[src/rtl/mc_ctrl.sv]
// Multi-cycle MIPS control FSM: decodes the IR and sequences FETCH/DECODE/EXE/MEM/WB,
// driving datapath selects and strobes, and counting retired instructions.
module mc_ctrl #(
    parameter int RET_W = 32
) (
    input  logic             clk,
    input  logic             reset,
    input  logic [31:0]      Instr,
    input  logic             zero,
    output logic             PCWrite,
    output logic             IRWrite,
    output logic             RegWrite,
    output logic             MemWrite,
    output logic             RegDst,
    output logic             ALUSrc,
    output logic             MemToReg,
    output logic [1:0]       EXTOp,
    output logic [2:0]       ALUOp,
    output logic [2:0]       DMEXTOp,
    output logic             if_beq,
    output logic             if_jal,
    output logic             if_jr,
    output logic             if_sll,
    output logic             if_slt,
    output logic             if_sra,
    output logic             sw,
    output logic             sh,
    output logic             sb,
    output logic [2:0]       state,
    output logic             instr_done,
    output logic [RET_W-1:0] retired
);

    typedef enum logic [2:0] {
        S_FETCH  = 3'd0,
        S_DECODE = 3'd1,
        S_EXE    = 3'd2,
        S_MEM    = 3'd3,
        S_WB     = 3'd4
    } state_t;

    state_t           state_r;
    state_t           next_s;
    logic [RET_W-1:0] retired_r;
    logic             pc_write_s, ir_write_s, reg_write_s, mem_write_s, done_s;

    logic [5:0] op_s, funct_s;
    logic is_rtype_s, is_addu_s, is_subu_s, is_slt_s, is_sll_s, is_sra_s, is_jr_s, is_ralu_s;
    logic is_ori_s, is_lui_s, is_beq_s, is_jal_s;
    logic is_lw_s, is_lh_s, is_lhu_s, is_lb_s, is_lbu_s, is_load_s;
    logic is_sw_s, is_sh_s, is_sb_s, is_store_s, is_nop_s;
    logic       exe_alusrc_s;
    logic [1:0] exe_extop_s;
    logic [2:0] exe_aluop_s, ld_ext_s;

    // Register-field bits and the zero flag are consumed by the datapath, not by control.
    logic unused_fields_s;
    assign unused_fields_s = ^{Instr[25:6], zero};

    assign op_s       = Instr[31:26];
    assign funct_s    = Instr[5:0];
    assign is_rtype_s = (op_s == 6'h00);
    assign is_addu_s  = is_rtype_s && (funct_s == 6'h21);
    assign is_subu_s  = is_rtype_s && (funct_s == 6'h23);
    assign is_slt_s   = is_rtype_s && (funct_s == 6'h2A);
    assign is_sll_s   = is_rtype_s && (funct_s == 6'h00);
    assign is_sra_s   = is_rtype_s && (funct_s == 6'h03);
    assign is_jr_s    = is_rtype_s && (funct_s == 6'h08);
    assign is_ralu_s  = is_addu_s | is_subu_s | is_slt_s | is_sll_s | is_sra_s;
    assign is_ori_s   = (op_s == 6'h0D);
    assign is_lui_s   = (op_s == 6'h0F);
    assign is_beq_s   = (op_s == 6'h04);
    assign is_jal_s   = (op_s == 6'h03);
    assign is_lw_s    = (op_s == 6'h23);
    assign is_lh_s    = (op_s == 6'h21);
    assign is_lhu_s   = (op_s == 6'h25);
    assign is_lb_s    = (op_s == 6'h20);
    assign is_lbu_s   = (op_s == 6'h24);
    assign is_load_s  = is_lw_s | is_lh_s | is_lhu_s | is_lb_s | is_lbu_s;
    assign is_sw_s    = (op_s == 6'h2B);
    assign is_sh_s    = (op_s == 6'h29);
    assign is_sb_s    = (op_s == 6'h28);
    assign is_store_s = is_sw_s | is_sh_s | is_sb_s;
    assign is_nop_s   = ~(is_ralu_s | is_jr_s | is_ori_s | is_lui_s | is_beq_s |
                          is_jal_s | is_load_s | is_store_s);

    // ALU-side selects established in EXE and held through MEM/WB so address/result stay stable.
    assign exe_alusrc_s = is_ori_s | is_lui_s | is_load_s | is_store_s;
    assign exe_extop_s  = is_lui_s ? 2'd2 :
                          (is_load_s | is_store_s | is_beq_s) ? 2'd1 : 2'd0;
    assign exe_aluop_s  = is_ori_s ? 3'd2 :
                          (is_subu_s | is_slt_s | is_beq_s) ? 3'd1 : 3'd0;
    assign ld_ext_s     = is_lbu_s ? 3'd1 : is_lb_s ? 3'd2 :
                          is_lhu_s ? 3'd3 : is_lh_s ? 3'd4 : 3'd0;

    // Next-state and per-state output decode.
    always_comb begin
        next_s      = S_FETCH;
        pc_write_s  = 1'b0;
        ir_write_s  = 1'b0;
        reg_write_s = 1'b0;
        mem_write_s = 1'b0;
        done_s      = 1'b0;
        RegDst      = 1'b0;
        ALUSrc      = 1'b0;
        MemToReg    = 1'b0;
        EXTOp       = 2'd0;
        ALUOp       = 3'd0;
        DMEXTOp     = 3'd0;
        if_beq      = 1'b0;
        if_jal      = 1'b0;
        if_jr       = 1'b0;
        if_sll      = 1'b0;
        if_slt      = 1'b0;
        if_sra      = 1'b0;
        sw          = 1'b0;
        sh          = 1'b0;
        sb          = 1'b0;
        case (state_r)
            S_FETCH: begin
                ir_write_s = 1'b1;
                next_s     = S_DECODE;
            end
            S_DECODE: begin
                if (is_jal_s) begin
                    next_s = S_WB;
                end else if (is_nop_s) begin
                    pc_write_s = 1'b1;
                    done_s     = 1'b1;
                    next_s     = S_FETCH;
                end else begin
                    next_s = S_EXE;
                end
            end
            S_EXE: begin
                ALUSrc = exe_alusrc_s;
                EXTOp  = exe_extop_s;
                ALUOp  = exe_aluop_s;
                if_sll = is_sll_s;
                if_slt = is_slt_s;
                if_sra = is_sra_s;
                if (is_beq_s) begin
                    if_beq     = 1'b1;
                    pc_write_s = 1'b1;
                    done_s     = 1'b1;
                    next_s     = S_FETCH;
                end else if (is_jr_s) begin
                    if_jr      = 1'b1;
                    pc_write_s = 1'b1;
                    done_s     = 1'b1;
                    next_s     = S_FETCH;
                end else if (is_load_s | is_store_s) begin
                    next_s = S_MEM;
                end else begin
                    next_s = S_WB;
                end
            end
            S_MEM: begin
                ALUSrc  = exe_alusrc_s;
                EXTOp   = exe_extop_s;
                ALUOp   = exe_aluop_s;
                DMEXTOp = ld_ext_s;
                if (is_store_s) begin
                    mem_write_s = 1'b1;
                    sw          = is_sw_s;
                    sh          = is_sh_s;
                    sb          = is_sb_s;
                    pc_write_s  = 1'b1;
                    done_s      = 1'b1;
                    next_s      = S_FETCH;
                end else begin
                    next_s = S_WB;
                end
            end
            S_WB: begin
                ALUSrc      = exe_alusrc_s;
                EXTOp       = exe_extop_s;
                ALUOp       = exe_aluop_s;
                RegDst      = is_ralu_s;
                if_sll      = is_sll_s;
                if_slt      = is_slt_s;
                if_sra      = is_sra_s;
                MemToReg    = is_load_s;
                DMEXTOp     = ld_ext_s;
                if_jal      = is_jal_s;
                reg_write_s = 1'b1;
                pc_write_s  = 1'b1;
                done_s      = 1'b1;
                next_s      = S_FETCH;
            end
            default: begin
                next_s = S_FETCH;
            end
        endcase
    end

    // Reset suppresses every strobe in the cycle it is asserted, aborting any partial instruction.
    assign PCWrite    = pc_write_s  & ~reset;
    assign IRWrite    = ir_write_s  & ~reset;
    assign RegWrite   = reg_write_s & ~reset;
    assign MemWrite   = mem_write_s & ~reset;
    assign instr_done = done_s      & ~reset;
    assign state      = state_r;
    assign retired    = retired_r;

    // State register and retired-instruction counter (wraps silently).
    always_ff @(posedge clk) begin
        if (reset) begin
            state_r   <= S_FETCH;
            retired_r <= {RET_W{1'b0}};
        end else begin
            state_r <= next_s;
            if (instr_done) begin
                retired_r <= retired_r + {{(RET_W-1){1'b0}}, 1'b1};
            end else begin
                retired_r <= retired_r;
            end
        end
    end

endmodule

[config.mk]
export PLATFORM = sky130hd
export DESIGN_NAME = mc_ctrl
export DESIGN_NICKNAME = d
export VERILOG_FILES = /design/src/rtl/mc_ctrl.sv
export SDC_FILE = /design/constraint.sdc
export NUM_CORES = 1
export LEC_CHECK = 0
export CORE_ASPECT_RATIO = 1.75
export CORE_MARGIN = 2
export CORE_UTILIZATION = 48
export CTS_BUF_LIST = sky130_fd_sc_hd__clkbuf_2
export DETAILED_ROUTE_END_ITERATION = 8
export PLACE_DENSITY = 0.95
export SLEW_MARGIN = 20
export SYNTH_ARGS = -nofsm -noshare
export SYNTH_HDL_FRONTEND = slang
export SYNTH_SLANG_ARGS = --single-unit
[constraint.sdc]
create_clock -name clk -period 3.27 [get_ports clk]
set_input_delay 0.327 -clock clk [delete_from_list [all_inputs] [get_ports clk]]
set_output_delay 0.327 -clock clk [all_outputs]
set_load 0.03 [all_outputs]
After elaboration in Yosys (flattened, before gate mapping) --
Index checks and enable logic that the tools add are counted.
Operators by class: add/subtract/negate cells 1, eq/ne operators 21, multiplexer cells 44, bitwise operators 29, reductions and logical operators 12
Operator list (count):
- equality test 6 bit (second input constant) | 11
- adder 32 x 1 -> 32 bit (second input constant) | 1
- two-way mux 3 bit | 10
- two-way mux 1 bit | 27
- bitwise OR 1 bit | 24
- equality test 6 x 4 -> 1 bit (second input constant) | 3
- equality test 6 x 2 -> 1 bit (second input constant) | 2
- logical NOT 6 bit | 2
- case mux 3 bit (4 select lines) | 1
- two-way mux 2 bit | 5
- equality test 3 x 2 -> 1 bit (second input constant) | 2
- equality test 6 x 3 -> 1 bit (second input constant) | 1
- logical AND 1 bit | 6
- bitwise AND 1 bit | 4
- case mux 1 bit (4 select lines) | 1
- OR reduction 2 bit | 2
- equality test 3 x 1 -> 1 bit (second input constant) | 1
- equality test 3 bit (second input constant) | 1
- logical NOT 3 bit | 1
- OR reduction 3 bit | 1
- inverter 1 bit | 1
Word-level totals: register bits 35, input bits 35, output and inout port bits 60, word-level logic and storage cells 109

Logic depth before layout (Yosys ltp) --
word-level depth 17, gate-level depth with buffers 9, gate-level depth less buffers 7

Least setup slack after synthesis --
OpenSTA, ideal clock, no wires.
path kind flip-flop to output port, start register state_r[2], in the netlist state[2], end output MemToReg, arrival time 2.360 ns, data required time 2.943 ns, slack 0.583 ns, cell stages (with the launch flop) 3, buffers on the path 0, path through dfxtp_1 -> nand2_1 -> a2111oi_0
Between the ends: longest elaborated chain between the ends 2
RTL lines:
- start, declared | line 42 | state_t state_r;
- start signal, assigned | line 212 | state_r <= next_s;
- equality test 3 bit | line 119 | case (state_r)
- two-way mux 1 bit | line 119
- end, declared | line 16 | output logic MemToReg,
Every way passes these cells.

Worst setup path in the final report --
start input Instr[0], end output PCWrite
Between the ends: longest elaborated chain between the ends 17, elaborated cells on any way between the ends 29, those cells by class eq/ne: 5; mux: 5; bitwise: 12; reduce/logical: 7
RTL lines:
- start, declared | line 8 | input logic [31:0] Instr,
- equality test 6 bit, on equally long branches | line 63, 64
- logical AND 1 bit, on equally long branches | line 63, 64
- bitwise OR 1 bit (4 in a row) | line 69 | assign is_ralu_s = is_addu_s | is_subu_s | is_slt_s | is_sll_s | is_sra_s;
- bitwise OR 1 bit (5 in a row) | line 84 | assign is_nop_s = ~(is_ralu_s | is_jr_s | is_ori_s | is_lui_s | is_beq_s |
- bitwise OR 1 bit (2 in a row) | line 85 | is_jal_s | is_load_s | is_store_s);
- two-way mux 1 bit | line 127 | end else if (is_nop_s) begin
- two-way mux 1 bit | line 125 | if (is_jal_s) begin
- case mux 1 bit (4 select lines) (*) | line 119
- bitwise AND 1 bit (*) | line 198 | assign PCWrite = pc_write_s & ~reset;
- end, declared | line 10 | output logic PCWrite,
Every way passes the cells marked *; elsewhere a longest branch is shown, timed or not.

==> results.sh <==
export IMPL_status="complete, no violations"
export IMPL_design_die_area_um2=5377
export IMPL_slew_viol_final=0
export IMPL_gp_congestion=0.9158
export IMPL_criticalPathCategory="in -> out"
export IMPL_stdcell_count=417
export IMPL_antenna_cells=0
export IMPL_via_per_inst=5.875
export IMPL_overflow=0
export IMPL_path_max_fanout=8
export IMPL_grt_usage_pct=22.53
export IMPL_boundaryPins=95
export IMPL_portBuffers=72
export IMPL_drive_above_1_share_pct=11.78
export IMPL_register_area_um2=700.7
export IMPL_dr_pass1_iters=6
export IMPL_vias=2450
export IMPL_synth_distinct_cells=59
export IMPL_multi_input_area_um2=1474
export IMPL_period_share_pct=96.39
export IMPL_clock_skew_ns=0.01478
export IMPL_antenna_found_initial=0
export IMPL_tns_ns=0
export IMPL_nNetsFinal=400
export IMPL_finalHoldViolations=0
export IMPL_syn2layout_area_growth_pct=35.73
export IMPL_avgSynthCellArea_um2=7.867
export IMPL_drv_cap=0
export IMPL_yosysTopAreaCellShare_pct=30.50
export IMPL_rsz0062_at_grt="false"
export IMPL_finish_utilization_pct=66.83
export IMPL_cp_end_kind="primary output"
export IMPL_dp_cells=409
export IMPL_start_util_pct=49.24
export IMPL_comb_power_share_pct=17.4
export IMPL_drt_wirelength_per_cell_um=14.48
export IMPL_hpwl_um=4548
export IMPL_cts_tree="yes"
export IMPL_critPathBufInv=2
export IMPL_seq_power_share_pct=57.0
export IMPL_clk_latency_ns=0.40
export IMPL_ys_async_sr_fraction_pct=0
export IMPL_synth_warnings=0
export IMPL_fmax_mhz=317.3
export IMPL_clk_pin_slew_ns=0.17
export IMPL_yosysTopAreaCell="dfxtp_1"
export IMPL_setup_slack_ns=0.1182
export IMPL_pre_cts_ws_ns=0.09315
export IMPL_drt_initial_drc_count=130
export IMPL_slowest_delay_ns=0.69
export IMPL_synth_area_um2=2297
export IMPL_synth_most_common_cell="nor2_1"
export IMPL_synth_seq_cells=35
export IMPL_crit_chain="clkdlybuf4s50_1 -> nor3_2 -> nand2_1 -> o31ai_2 -> nor2_1 -> and2_2 -> nor2_1 -> clkdlybuf4s50_1"
export IMPL_grt_start_max_net_pins=22
export IMPL_synth_edf_count=0
export IMPL_slowest_stage="clkdlybuf4s50_1"
export IMPL_final_min_clock_period_ns=3.152
export IMPL_numCtsBuffers=5
export IMPL_grt_first_pass_wirelength_um=9908
export IMPL_ys_seq_area_share_pct=30.50
export IMPL_p_sw_uw=234.0
export IMPL_grt_pass1_vias=2281
export IMPL_synth_area_leaders="dfxtp_1, xnor2_1, nor2_1, nand2_1, a21oi_1"
export IMPL_htree_levels=2
export IMPL_fp_dieW_um=56.30
export IMPL_fillerInstances=401
export IMPL_detail_route_antenna_nets=0
export IMPL_synthTopCellsByCount="nor2_1, dfxtp_1, nand2_1"
export IMPL_fp_row_count=33
export IMPL_post_route_drc_count=0
export IMPL_syn_nets=328
export IMPL_whs_ns=0.5614
export IMPL_fp_coreArea_um2=4666
export IMPL_arrival_ns=2.82
export IMPL_cp_required_ns=2.94
export IMPL_cts_hold_buffers=0
export IMPL_worst_slew_pin_slew_ns=0.5223
export IMPL_fp_dieH_um=95.52
export IMPL_cts_sinks=35
export IMPL_power_density_nw_per_um2=246.4
export IMPL_clkPwrFrac_pct=25.6
export IMPL_synth_cells=292
export IMPL_p_int_uw=534.2
export IMPL_slew_headroom_pct=65.08
export IMPL_routed_wl_um=6039
export IMPL_worstHoldPathType="reg -> reg"
export IMPL_cts_root_buf="clkbuf_2"
export IMPL_switching_share_pct=30.46
export IMPL_synthFlopType="dfxtp_1"
export IMPL_path_delay_family="buffers and inverters"
export IMPL_p_leak_uw=0.001045
export IMPL_setup_viol_count_final=0
export IMPL_cts_buffer_depth=2
export IMPL_max_vdd_ir_drop_v=0.0001909
export IMPL_critPathLaunchType="primary input"
-- worst min-delay path, cell delays in order (launching register included) --
cell and delay [ns]:
dfxtp_1 0.35, nor2_1 0.08, mux2_1 0.11
-- logic make-up (layout without fill, tap and decap cells) --
family	Yosys count	count (layout)	share of synthesized area (%)
mux	2	2	0.9259
xor+xnor	25	25	9.532
flops	35	35	30.50
other cells	1	1	0.1632
buf+inv	27	100	5.446
fa+ha+maj	1	1	0.5446
compound gates	57	57	19.61
simple gates	144	144	33.28
-- power groups by stage --
stage	clock network (µW)	registers, µW	logic (µW)
after floorplan	0	455	73.6
after global placement	0	447	128
after detailed placement	0	447	132
after CTS	200	438	133
after global routing	215	439	143
final	196	438	134
-- cell type report --
type | instances | share of cell area (%)
timing repair buffer | 82 | 25.68
multi-input combinational | 230 | 47.27
clock buffer | 5 | 0.8026
inverter | 10 | 1.204
clock inverter | 3 | 0.4815
tap | 52 | 2.087
sequential | 35 | 22.47
-- worst paths after layout --
kind                            slack, ns          end  depth (start not counted)         from
worst max-delay path                 0.12      PCWrite                          8     Instr[0]
worst min register to register       0.56  retired[31]                          2  retired[31]
worst min-delay path                 0.56  retired[31]                          2  retired[31]
worst max register to register       0.87  retired[31]                          8     state[1]
-- repair_timing --
item                       CTS  global route
setup endpoints to repair    0             4
buffers inserted             0             0
gates resized for setup      0             3
hold endpoints to repair     0             0
-- layer usage --
layer	GRT usage [%]	vias to the layer above	share of wire [%]
li1	-	1180	-
met1	24.33	1160	38
met2	42.06	93	54
met3	3.256	17	4.8
met4	11.31	0	3.1
met5	0	-	0
-- cells in the final DEF, fill, tap and decap left out, drive strengths merged, types with 4 or more instances in the layout --
cell	instances
clkdlybuf4s50	70
nor2	47
dfxtp	35
nand2	23
xnor2	22
a21oi	17
nand3	14
inv	10
nand4	10
buf	10
nor3	10
and2	8
a211oi	7
a2111oi	6
nand2b	5
a31o	5
clkbuf	5
and3	5
a21boi	4
o21ai	4
-- per-stage QoR --
stage	power (µW)	area, µm²
after CTS	770.2	3110
after global routing	796.7	3118
after detailed placement	578.8	3070
after global placement	574.6	3070
after floorplan	528.8	2297
final	768.2	3118
-- state kept, by name (all words and copies together) (netlist names) --
register	cells
retired	32
state	3
Power figures use the tool's default switching activity.
